$ cat src/rtl/async_fifo_pkg.sv
// Shared definitions for the async FIFO read side: Gray/binary pointer
// conversion helpers and the output buffer depth.
package async_fifo_pkg;

  localparam int unsigned RD_BUF_DEPTH = 2;

  // Binary to reflected Gray code; callers cast to their pointer width.
  function automatic logic [31:0] bin2gray(input logic [31:0] bin);
    return bin ^ (bin >> 1);
  endfunction

  // Reflected Gray code to binary; each bit is the XOR of all higher Gray bits.
  function automatic logic [31:0] gray2bin(input logic [31:0] gray);
    logic [31:0] bin;
    bin = '0;
    for (int unsigned i = 0; i < 32; i++) begin
      bin[i] = ^(gray >> i);
    end
    return bin;
  endfunction

endpackage

$ cat src/rtl/fifo_rd_skid.sv
// Two-entry output buffer for the FIFO read stream. Entry 0 is always the
// oldest word, so dout stays stable while no pop occurs.
module fifo_rd_skid #(
  parameter int DATASIZE = 8
) (
  input  logic                clk,
  input  logic                rst,
  input  logic                push,
  input  logic [DATASIZE-1:0] din,
  input  logic                pop,
  output logic [DATASIZE-1:0] dout,
  output logic [1:0]          count
);

  logic [DATASIZE-1:0] ent0;
  logic [DATASIZE-1:0] ent1;
  logic [1:0]          wr_idx;

  // A push lands behind whatever survives this cycle's pop.
  assign wr_idx = count - {1'b0, pop};
  assign dout   = ent0;

  // Shift on pop, then place the pushed word at the first free slot.
  always_ff @(posedge clk or posedge rst) begin
    if (rst) begin
      ent0  <= '0;
      ent1  <= '0;
      count <= '0;
    end else begin
      if (pop) ent0 <= ent1;
      if (push) begin
        if (wr_idx == 2'd0) ent0 <= din;
        else                ent1 <= din;
      end
      count <= count + {1'b0, push} - {1'b0, pop};
    end
  end

endmodule

$ cat src/rtl/fifo_rd_stream.sv
// Read side of an asynchronous FIFO presented as a valid/ready stream.
// Prefetches from a registered memory port into a 2-entry output buffer.
// Optional: define RD_LEVEL_EN to add the registered rlevel occupancy output.
module fifo_rd_stream
  import async_fifo_pkg::*;
#(
  parameter int DATASIZE = 8,
  parameter int ADDRSIZE = 4
) (
  input  logic                rclk,
  input  logic                rrst,
  input  logic [ADDRSIZE:0]   rq2_wptr,
  output logic [ADDRSIZE:0]   rptr,
  output logic [ADDRSIZE-1:0] mem_raddr,
  output logic                mem_rinc,
  input  logic [DATASIZE-1:0] mem_rdata,
`ifdef RD_LEVEL_EN
  output logic [ADDRSIZE:0]   rlevel,
`endif
  output logic                rempty,
  output logic                rvalid,
  input  logic                rready,
  output logic [DATASIZE-1:0] rdata
);

  localparam int PW = ADDRSIZE + 1;

  logic [ADDRSIZE:0] rbin;
  logic [ADDRSIZE:0] rbin_next;
  logic [ADDRSIZE:0] rgray_next;
  logic              inflight;
  logic              pop;
  logic [1:0]        count;
  logic [2:0]        occ;

  assign pop = rvalid & rready;

  // Words held or on their way after this cycle's pop; never exceeds the buffer.
  assign occ      = {1'b0, count} + {2'b0, inflight} - {2'b0, pop};
  assign mem_rinc = !rempty && (occ < 3'(RD_BUF_DEPTH));

  assign rbin_next  = rbin + {{ADDRSIZE{1'b0}}, mem_rinc};
  assign rgray_next = PW'(bin2gray(32'(rbin_next)));
  assign mem_raddr  = rbin[ADDRSIZE-1:0];
  assign rvalid     = (count != 2'd0);

  // Read pointer, empty flag and in-flight tracking for the registered memory.
  always_ff @(posedge rclk or posedge rrst) begin
    if (rrst) begin
      rbin     <= '0;
      rptr     <= '0;
      rempty   <= 1'b1;
      inflight <= 1'b0;
    end else begin
      rbin     <= rbin_next;
      rptr     <= rgray_next;
      rempty   <= (rgray_next == rq2_wptr);
      inflight <= mem_rinc;
    end
  end

`ifdef RD_LEVEL_EN
  // Occupancy seen from the read domain, modulo the pointer range.
  always_ff @(posedge rclk or posedge rrst) begin
    if (rrst) rlevel <= '0;
    else      rlevel <= PW'(gray2bin(32'(rq2_wptr))) - rbin;
  end
`endif

  fifo_rd_skid #(
    .DATASIZE(DATASIZE)
  ) u_skid (
    .clk  (rclk),
    .rst  (rrst),
    .push (inflight),
    .din  (mem_rdata),
    .pop  (pop),
    .dout (rdata),
    .count(count)
  );

endmodule

$ cat config.mk
export PLATFORM = sky130hd
export DESIGN_NAME = fifo_rd_stream
export DESIGN_NICKNAME = d
export VERILOG_FILES = /design/src/rtl/async_fifo_pkg.sv /design/src/rtl/fifo_rd_skid.sv /design/src/rtl/fifo_rd_stream.sv
export SDC_FILE = /design/constraint.sdc
export NUM_CORES = 1
export LEC_CHECK = 0
export BUFFER_PORTS_ARGS = -buffer_cell sky130_fd_sc_hd__buf_2
export CAP_MARGIN = 30
export CORE_MARGIN = 5
export CORE_UTILIZATION = 55
export CTS_CLUSTER_SIZE = 24
export DETAILED_ROUTE_END_ITERATION = 6
export PLACE_DENSITY = 0.79
export SYNTH_ARGS = -nofsm -noshare
export SYNTH_HDL_FRONTEND = slang
export SYNTH_SLANG_ARGS = --single-unit
export TNS_END_PERCENT = 10
$ cat constraint.sdc
create_clock -name rclk -period 5.35 [get_ports rclk]
set_input_delay 1.605 -clock rclk [delete_from_list [all_inputs] [get_ports rclk]]
set_output_delay 1.605 -clock rclk [all_outputs]
set_load 0.01 [all_outputs]
# After elaboration in Yosys (flattened, before gate mapping)
# Cells that the tools add are included.
# W data, S select, Z words.
[classes] n_addsub=6 mul=0 div=0 magnitude_cmp=1 eq_ne=1 shifts=0 muxes=3 bitwise=3 reduce_logical=5
[ops] cell="$mux W8" n=3
[ops] cell="$add A5 B1 Y5" n=1
[ops] cell="$eq A5 B5 Y1" n=1
[ops] cell="$xor A5 B4 Y5" n=1
[ops] cell="$sub A2 B1 Y2" n=2
[ops] cell="$add A2 B1 Y3" n=1
[ops] cell="$lt A3 B2 Y1 const B" n=1
[ops] cell="$sub A3 B1 Y3" n=1
[ops] cell="$add A2 B1 Y2" n=1
[ops] cell="$logic_not A2 Y1" n=1
[ops] cell="$reduce_and A2 Y1" n=1
[ops] cell="$reduce_bool A2 Y1" n=1
[ops] cell="$and A1 B1 Y1" n=1
[ops] cell="$logic_and A1 B1 Y1" n=1
[ops] cell="$logic_not A1 Y1" n=1
[ops] cell="$not A1 Y1" n=1
[word_totals] reg_bits=30 latch_bits=0 mem_bits_rw=0 mem_bits_ro=0 in_bits=16 elab_cells=26 n_memories=0

# Logic depth before layout (Yosys ltp)
# Gate-level depths: netlist of the first run.
[depth] depth_word=8 ltp_mapped=13

# Cells and area by module
# From an unflattened synthesis of the first run, not the netlist that was laid out.
[hier_totals] hier_cells=99 hier_area_um2=1426.4
[modules_own_cells] mod="fifo_rd_skid" n_inst=1 cells_per_inst=54 area_each_um2=850.8 seq_area_each_um2=450.4
[modules_own_cells] mod="fifo_rd_stream" n_inst=1 cells_per_inst=45 area_each_um2=575.6 seq_area_each_um2=276.5

# Least setup slack after synthesis of the first run
# No wires, ideal clock.
[synth_timing] kind="input to register" from="input rready" to="register rempty" setup_time_ps=105 arrival_ps=4478 required_ps=5245 slack_ps=767 path_stages=13 n_path_buf=0 cell_sequence="nand3b_1 nand2_1 ha_1 inv_1 fa_1 inv_1 nor3_1 ha_1 ha_1 xnor2_2 xnor2_1 or3_1 a2111oi_2"
[synth_via] elab_chain_cells=7
[synth_lines] item="from (decl)" line="fifo_rd_stream.sv:22" rtl="input logic rready,"
[synth_lines] item="$and A1 B1 Y1" line="fifo_rd_stream.sv:36" rtl="assign pop = rvalid & rready;"
[synth_lines] item="$sub A3 B1 Y3" line="fifo_rd_stream.sv:39" rtl="assign occ = {1'b0, count} + {2'b0, inflight} - {2'b0, pop};"
[synth_lines] item="net occ[1]" line="fifo_rd_stream.sv:34" rtl="logic [2:0] occ;"
[synth_lines] item="$lt A3 B2 Y1" line="fifo_rd_stream.sv:40" rtl="assign mem_rinc = !rempty && (occ < 3'(RD_BUF_DEPTH));"
[synth_lines] item="$logic_and A1 B1 Y1" line="fifo_rd_stream.sv:40"
[synth_lines] item="net mem_rinc" line="fifo_rd_stream.sv:15" rtl="output logic mem_rinc,"
[synth_lines] item="$add A5 B1 Y5" line="fifo_rd_stream.sv:42" rtl="assign rbin_next = rbin + {{ADDRSIZE{1'b0}}, mem_rinc};"
[synth_lines] item="$xor A5 B4 Y5" line="async_fifo_pkg.sv:9" rtl="return bin ^ (bin >> 1);"
[synth_lines] item="$eq A5 B5 Y1" line="fifo_rd_stream.sv:57" rtl="rempty <= (rgray_next == rq2_wptr);"
[synth_lines] item="to (signal assigned)" line="fifo_rd_stream.sv:57"
[synth_lines] item="to (decl)" line="fifo_rd_stream.sv:20" rtl="output logic rempty,"
# The timed path passes the listed nets, and every way through them passes these cells.
# A chain may end at the register's enable or synchronous reset.

# Worst setup path after layout of the first run
[layout_timing] from="input rready" to="output mem_rinc"
[layout_via] elab_chain_cells=4
[layout_lines] item="$and A1 B1 Y1" line="fifo_rd_stream.sv:36"
[layout_lines] item="$sub A3 B1 Y3" line="fifo_rd_stream.sv:39"
[layout_lines] item="net occ[1]" line="fifo_rd_stream.sv:34"
[layout_lines] item="$lt A3 B2 Y1" line="fifo_rd_stream.sv:40"
[layout_lines] item="$logic_and A1 B1 Y1" line="fifo_rd_stream.sv:40"
[layout_lines] item="to (decl)" line="fifo_rd_stream.sv:15"
# The timed path passes the listed nets, and every way through them passes these cells.

==> reports/metrics.cfg, run 1 <==
[outcome]
outcome=complete, no violations

[logic_synthesis]
synthAdderAreaFrac_pct=5.27
synth.area.mux_share_pct=12.8
synth-seq-cells=29
synth_area_um2=1330
post-synth-top-count-cell=dfrtp_1
synth_top_family_by_area=multiplexers
synth_xor_area_share_pct=11.1
yosys_most_used_dff=dfrtp_1
seq_area_frac_synth_pct=54.7
synth_top_area_share_pct=52.7
syn_inst=107
synthSimpleGateAreaFrac_pct=8.00
ys_types=26
synth.net_count=128
netlist_top_cells_area=dfrtp_1 (53%), mux2_2 (6.8%), mux2i_1 (6.0%), xnor2_1 (5.3%), xor2_1 (4.6%)
yosysTopAreaCell=dfrtp_1
synth_edf_count=0
synth-compound-area-share_pct=6.21
synth.avg_cell_area_um2=12.4
synth-async-reset-ratio_pct=100
yosysWarnings=0

[setup_path]
r2r-end=rempty
cpMaxStageDelayCell=fa_1
crit_path_max_fanout=4
end_kind=primary output
reg2regPathDepth=13
arrival_ns=3.23
worstSetupEndpoint=mem_rinc
crit_start=rready
critPathLaunchType=primary input
crit_family=adder cells
required_ns=3.74
r2r_start=u_skid.count[1]
slowest_delay_ns=0.47
rrSetupSlack_ns=1.70
worst-path-buf-inv=4
cp.depth=9
crit_chain=buf_2 -> nand3b_1 -> nand2_1 -> ha_1 -> inv_1 -> fa_1 -> inv_1 -> nor3_1 -> buf_2
worstSetupPathType=in -> out

[sta]
worst_pin_slew_ns=0.662
hold_viol=0
fin_crit_ns=4.83
whs_ns=0.510
finalMaxSlewViolations=0
min_period_over_period_pct=90.3
relSlewSlack_pct=55.6
fmax_mhz=207
setup_viol=0
rsz0062_at_grt=no
fin_ws_ns=0.517
skew_ns=0.00353
setup-tns-final_ns=0

[grt]
grtUsageTotal_pct=16.4
grt_pass1_wl_um=4150
antenna_found_initial=0
grt-ovfl-total=0
grt_pass1_vias=965
grt_start_max_net_pins=20

[drt]
dr.max_layer_used=met4
drt_iter0_markers=16
wl_per_cell_um=13.8
met2WireLength_um=1240
drc_errors=0
dr.pass1.iters=4
wl_met3_um=186
wirelength_um=2450
antenna_left=0
wl_met1_um=939
via_per_inst=5.22
vias=930

[die]
core_um2=2250
initial_core_util_pct=59.0
die_area_um2=3500
rows=17
fp.dieH_um=59.2
die_w_um=59.2
ios=36

[place]
port-buffer-count=35
gp_congestion=0.744
dp.cells=170
dp_slack_ns=0.490
dpl.hpwl_um=1870

[layout]
diodes=0
finish.utilization_pct=72.0
final_nets=170
fin_cells=178
fillers=177
area_growth_syn_to_layout_pct=22.0
layout-drive-gt1-share_pct=37.3

[power]
leakagePower_uw=0.000808
power_density_nw_per_um2=695
ir_worst_vdd_mv=0.489

[clock_network]
max-clock-path-buffers=2
clkSinkCount=29
cts_resized=0
clk_transition_reported_paths_ns=0.08
ctsHoldBuffers=0
root_buffer=clkbuf_4
clkLatencyLatePin_ns=0.32
htreeDepth=2
postCtsSetupBuffers=0
cts_tree=done
cts_buffers=5

[job]
max_cap_violations=0

[worst_hold_path]
hold_path.class=reg -> reg

-- registers in the layout, indices dropped and copies added, names as in the netlist --
register / flops
u_skid.dout: 8
u_skid.ent1: 8
rbin: 5
rptr: 4
u_skid.count: 2
inflight: 1
rempty: 1
-- kinds of logic (layout without fill, tap and decap cells) --
logic type,Yosys count,in the layout
adders and majority gates,5,5
AOI/OAI and AO/OA,12,12
DFF,29,29
muxes,16,16
and+or+nand+nor,22,22
buffers and inverters,7,50
xor gates and xnor gates,16,16
-- routing by layer --
layer  up-vias  GRT usage [%]
met4         0           8.09
met5         -              0
met1       439           17.4
met3        10           7.19
met2        33           27.8
li1        448              -
-- per-stage QoR --
stage / instance area (um^2) / total power (uW)
after CTS: 1620 / 1150
after detailed placement: 1560 / 1000
final: 1620 / 1130
after floorplan: 1330 / 834
after global placement: 1540 / 973
after global routing: 1620 / 1230
-- worst min-delay path by stage --
stage / cells after the start / end / from
after global routing: 1 / u_skid.ent1[0] / u_skid.ent1[0]
after detailed placement: 1 / u_skid.ent1[2] / u_skid.ent1[2]
after CTS: 1 / u_skid.ent1[2] / u_skid.ent1[2]
final: 1 / u_skid.ent1[2] / u_skid.ent1[2]
after floorplan: 1 / u_skid.ent1[0] / u_skid.ent1[0]
after global placement: 1 / u_skid.ent1[2] / u_skid.ent1[2]
-- final cells by class --
class | count | area, um^2 | share of cell area, %
timing repair buffer | 36 | 203 | 12.5
clock buffer | 8 | 58.8 | 3.62
tap | 28 | 35.0 | 2.16
inverter | 6 | 22.5 | 1.39
multi-input combinational | 71 | 577 | 35.5
sequential | 29 | 727 | 44.8
-- report_power, final --
part	internal [uW]	switching, uW
Sequential	342	74.3
Combinational	278	301
Clock	64.7	69.1
Total	685	444
-- cells in the final DEF, fill, tap and decap left out, types with 2 or more instances in the layout --
master,n
a21oi_1,8
mux2_2,8
mux2i_1,8
clkbuf_4,5
xor2_1,7
xnor2_1,8
clkbuf_1,2
nor2_1,8
inv_1,6
dfrtp_1,28
buf_2,35
nand2_1,4
ha_1,4
nand3_1,3
(Power assumes the default switching activity.)
==> run 2: changes to the inputs <==
CORE_UTILIZATION = 25   (was 55)
PLACE_DENSITY = 0.4   (was 0.79)
==> reports/metrics.cfg, run 2 (synthesis results as in run 1) <==
[worst_hold_path]
hold_path.class=reg -> reg

[die]
die_area_um2=6880
initial_core_util_pct=25.9
rows=26
die_w_um=82.9
fp.dieH_um=82.9
ios=36
core_um2=5140

[place]
dpl.hpwl_um=2060
port-buffer-count=35
gp_congestion=0.733

[drt]
drt_iter0_markers=29
drc_errors=0
dr.pass1.iters=4
wirelength_um=2800
vias=931
via_per_inst=4.23
antenna_left=0
wl_per_cell_um=12.7

[sta]
rsz0062_at_grt=no
setup_viol=0
fmax_mhz=207
hold_viol=0
min_period_over_period_pct=90.2
fin_crit_ns=4.82
finalMaxSlewViolations=0
relSlewSlack_pct=54.6
skew_ns=0.00240
whs_ns=0.503
setup-tns-final_ns=0
worst_pin_slew_ns=0.678

[clock_network]
max-clock-path-buffers=2
cts_resized=0
cts_tree=done
cts_buffers=5
htreeDepth=2
clkSinkCount=29
ctsHoldBuffers=0
root_buffer=clkbuf_8
postCtsSetupBuffers=0
clk_transition_reported_paths_ns=0.06
clkLatencyLatePin_ns=0.27

[layout]
final_common_cell=buf_2
multi_input_area_um2=577
diodes=0
mostFrequentLayoutCells=buf_2 (35), dfrtp_1 (28)
final_nets=170
layout-drive-gt1-share_pct=36.7
area_growth_syn_to_layout_pct=26.1
regArea_um2=727
fillers=565

[setup_path]
arrival_ns=3.22
crit_path_max_fanout=4
worstSetupPathType=in -> out
required_ns=3.74
rrSetupSlack_ns=1.80
critPathLaunchType=primary input
end_kind=primary output

[grt]
grt_pass1_vias=1033
antenna_found_initial=0
grt_start_max_net_pins=30
grtUsageTotal_pct=8.82
grt_pass1_wl_um=4800
grt-ovfl-total=0

[job]
max_cap_violations=0

[power]
ir_worst_vdd_mv=0.236
power_density_nw_per_um2=692
leakagePower_uw=0.000807

[outcome]
outcome=complete, no violations

run 2: final cells by class:
| class | count | area share, % |
|---|---|---|
| multi-input cells | 71 | 34.4 |
| inverters | 6 | 1.34 |
| repair buffers | 36 | 10.9 |
| well taps | 70 | 5.22 |
| clock buffers | 8 | 4.78 |
| flip-flops and latches | 29 | 43.4 |
run 2: path summary, 6_finish.rpt:
check                           startpoint              to  depth (start not counted)
max in group asynchronous             rrst          rempty                          3
min in group asynchronous             rrst         rptr[2]                          3
hold / removal              u_skid.ent1[3]  u_skid.ent1[3]                          1
hold reg to reg             u_skid.ent1[3]  u_skid.ent1[3]                          1
setup reg to reg           u_skid.count[1]          rempty                         13
setup / recovery                    rready        mem_rinc                          9
run 2: power by group:
part / internal (uW) / switching, uW / total (uW) / leakage [uW]
Clock: 92.1 / 74.7 / 167 / 0.0000395
Sequential: 343 / 76.5 / 419 / 0.000341
Combinational: 276 / 297 / 574 / 0.000427
run 2: critical path, stage by stage:
cell and delay, ns:
buf_2 0.10, nand3b_1 0.15, nand2_1 0.14, ha_1 0.15
inv_1 0.05, fa_1 0.47, inv_1 0.05, nor3_1 0.30
buf_2 0.20
run 2: metrics by stage:
stage / setup slack [ns] / power [uW] / utilization (%) / instances / cell area (um^2)
floorplan: 0.767 / 834 / - / 107 / 1330
CTS: 0.520 / 1190 / 32.6 / 220 / 1680
global placement: 0.580 / 1000 / 31.1 / 212 / 1600
global route: 0.392 / 1270 / 32.6 / 220 / 1680
finish: 0.527 / 1160 / 32.6 / 220 / 1680
detailed placement: 0.527 / 1010 / 31.1 / 212 / 1600
run 2: routing by layer:
layer  vias to the layer above  part of all wire [%]  global-route usage (%)
met5                         -                     0                       0
met4                         0                   1.1                    2.67
met3                         4                   8.5                    4.85
met2                        39                    47                    14.6
met1                       441                    43                    9.69
li1                        447                     -                       -
==> run 3: changes to the inputs <==
PLACE_DENSITY = unset   (was 0.4)
==> reports/metrics.cfg, run 3 (synthesis results as in run 1) <==
[grt]
antenna_found_initial=0
grt-ovfl-total=0
grt_pass1_wl_um=4470
grt_pass1_vias=914
grtUsageTotal_pct=8.25
grt_start_max_net_pins=30

[die]
initial_core_util_pct=25.9
die_w_um=82.9
rows=26
ios=36
fp.dieH_um=82.9
core_um2=5140
die_area_um2=6880

[clock_network]
htreeDepth=2
clk_transition_reported_paths_ns=0.05
clkLatencyLatePin_ns=0.27
max-clock-path-buffers=2
cts_resized=0
clkSinkCount=29
cts_buffers=5
root_buffer=clkbuf_8
cts_tree=done
ctsHoldBuffers=0
postCtsSetupBuffers=0

[drt]
drt_iter0_markers=9
drc_errors=0
vias=908
wirelength_um=2610
dr.pass1.iters=5
wl_per_cell_um=11.8
via_per_inst=4.13
antenna_left=0

[job]
max_cap_violations=0

[layout]
area_growth_syn_to_layout_pct=28.8
final_common_cell=buf_2
mostFrequentLayoutCells=buf_2 (35), dfrtp_1 (28)
diodes=0
fillers=560
final_nets=170
layout-drive-gt1-share_pct=38.0

[outcome]
outcome=complete, no violations

[sta]
skew_ns=0.00944
fin_crit_ns=4.79
hold_viol=0
setup_viol=0
worst_pin_slew_ns=0.688
rsz0062_at_grt=no
setup-tns-final_ns=0
finalMaxSlewViolations=0
fmax_mhz=209
min_period_over_period_pct=89.5
relSlewSlack_pct=53.9

[setup_path]
worstSetupPathType=in -> out
crit_path_max_fanout=4
end_kind=primary output
required_ns=3.74
arrival_ns=3.18
critPathLaunchType=primary input

[place]
port-buffer-count=35
gp_congestion=0.776
dpl.hpwl_um=1920

[worst_hold_path]
hold_path.class=reg -> reg

[power]
power_density_nw_per_um2=712
leakagePower_uw=0.000826
ir_worst_vdd_mv=0.250
power_uw=1220

## run 3: cell types whose count changed in the layout (fill, tap and decap cells not counted), sizes merged
cell / previous run / this run
bufinv: 0 / 1
clkbuf: 8 / 7
## run 3: stage by stage
stage / cell area, um^2 / hold slack, ns / utilization, % / instances / setup slack, ns
after floorplan: 1330 / 0.479 / - / 107 / 0.767
after CTS: 1710 / 0.507 / 33.3 / 220 / 0.534
after global placement: 1600 / 0.491 / 31.1 / 212 / 0.558
after detailed placement: 1600 / 0.494 / 31.1 / 212 / 0.539
after global routing: 1710 / 0.521 / 33.3 / 220 / 0.389
final: 1710 / 0.504 / 33.3 / 220 / 0.560
## run 3: report_power, final
part / leakage (uW) / internal, uW / switching, uW
clock: 0.0000585 / 152 / 79.7
combinational: 0.000427 / 276 / 297
sequential: 0.000341 / 343 / 72.7
total: 0.000826 / 770 / 449
## run 3: final timing paths
check / from / end / slack [ns] / depth (start not counted)
min in group asynchronous: rrst / rptr[1] / 1.39 / 3
max in group asynchronous: rrst / rempty / 3.65 / 3
min reg2reg: u_skid.ent1[0] / u_skid.ent1[0] / 0.50 / 1
min: u_skid.ent1[0] / u_skid.ent1[0] / 0.50 / 1
max reg2reg: u_skid.count[1] / rempty / 1.77 / 13
max: rready / mem_rinc / 0.56 / 9
## run 3: cell type report
type	instances	area, um^2	area share, %
Multi-Input combinational cell	71	577	33.7
Inverter	6	22.5	1.31
Sequential cell	29	727	42.4
Timing Repair Buffer	36	183	10.7
Tap cell	70	87.6	5.11
Clock inverter	1	30.0	1.75
Clock buffer	7	86.3	5.04
## run 3: per-layer routing
metal | GRT usage, % | vias to the layer above | wire (um)
li1 | - | 446 | -
met1 | 9.71 | 416 | 1100
met2 | 12.5 | 39 | 1210
met3 | 4.36 | 7 | 259
met4 | 3.57 | 0 | 40
met5 | 0 | - | 0
## run 3: critical path, cell delays in order
cell and delay, ns:
buf_2 0.10, nand3b_1 0.14, nand2_1 0.13, ha_1 0.15
inv_1 0.05, fa_1 0.47, inv_1 0.05, nor3_1 0.29
buf_2 0.20
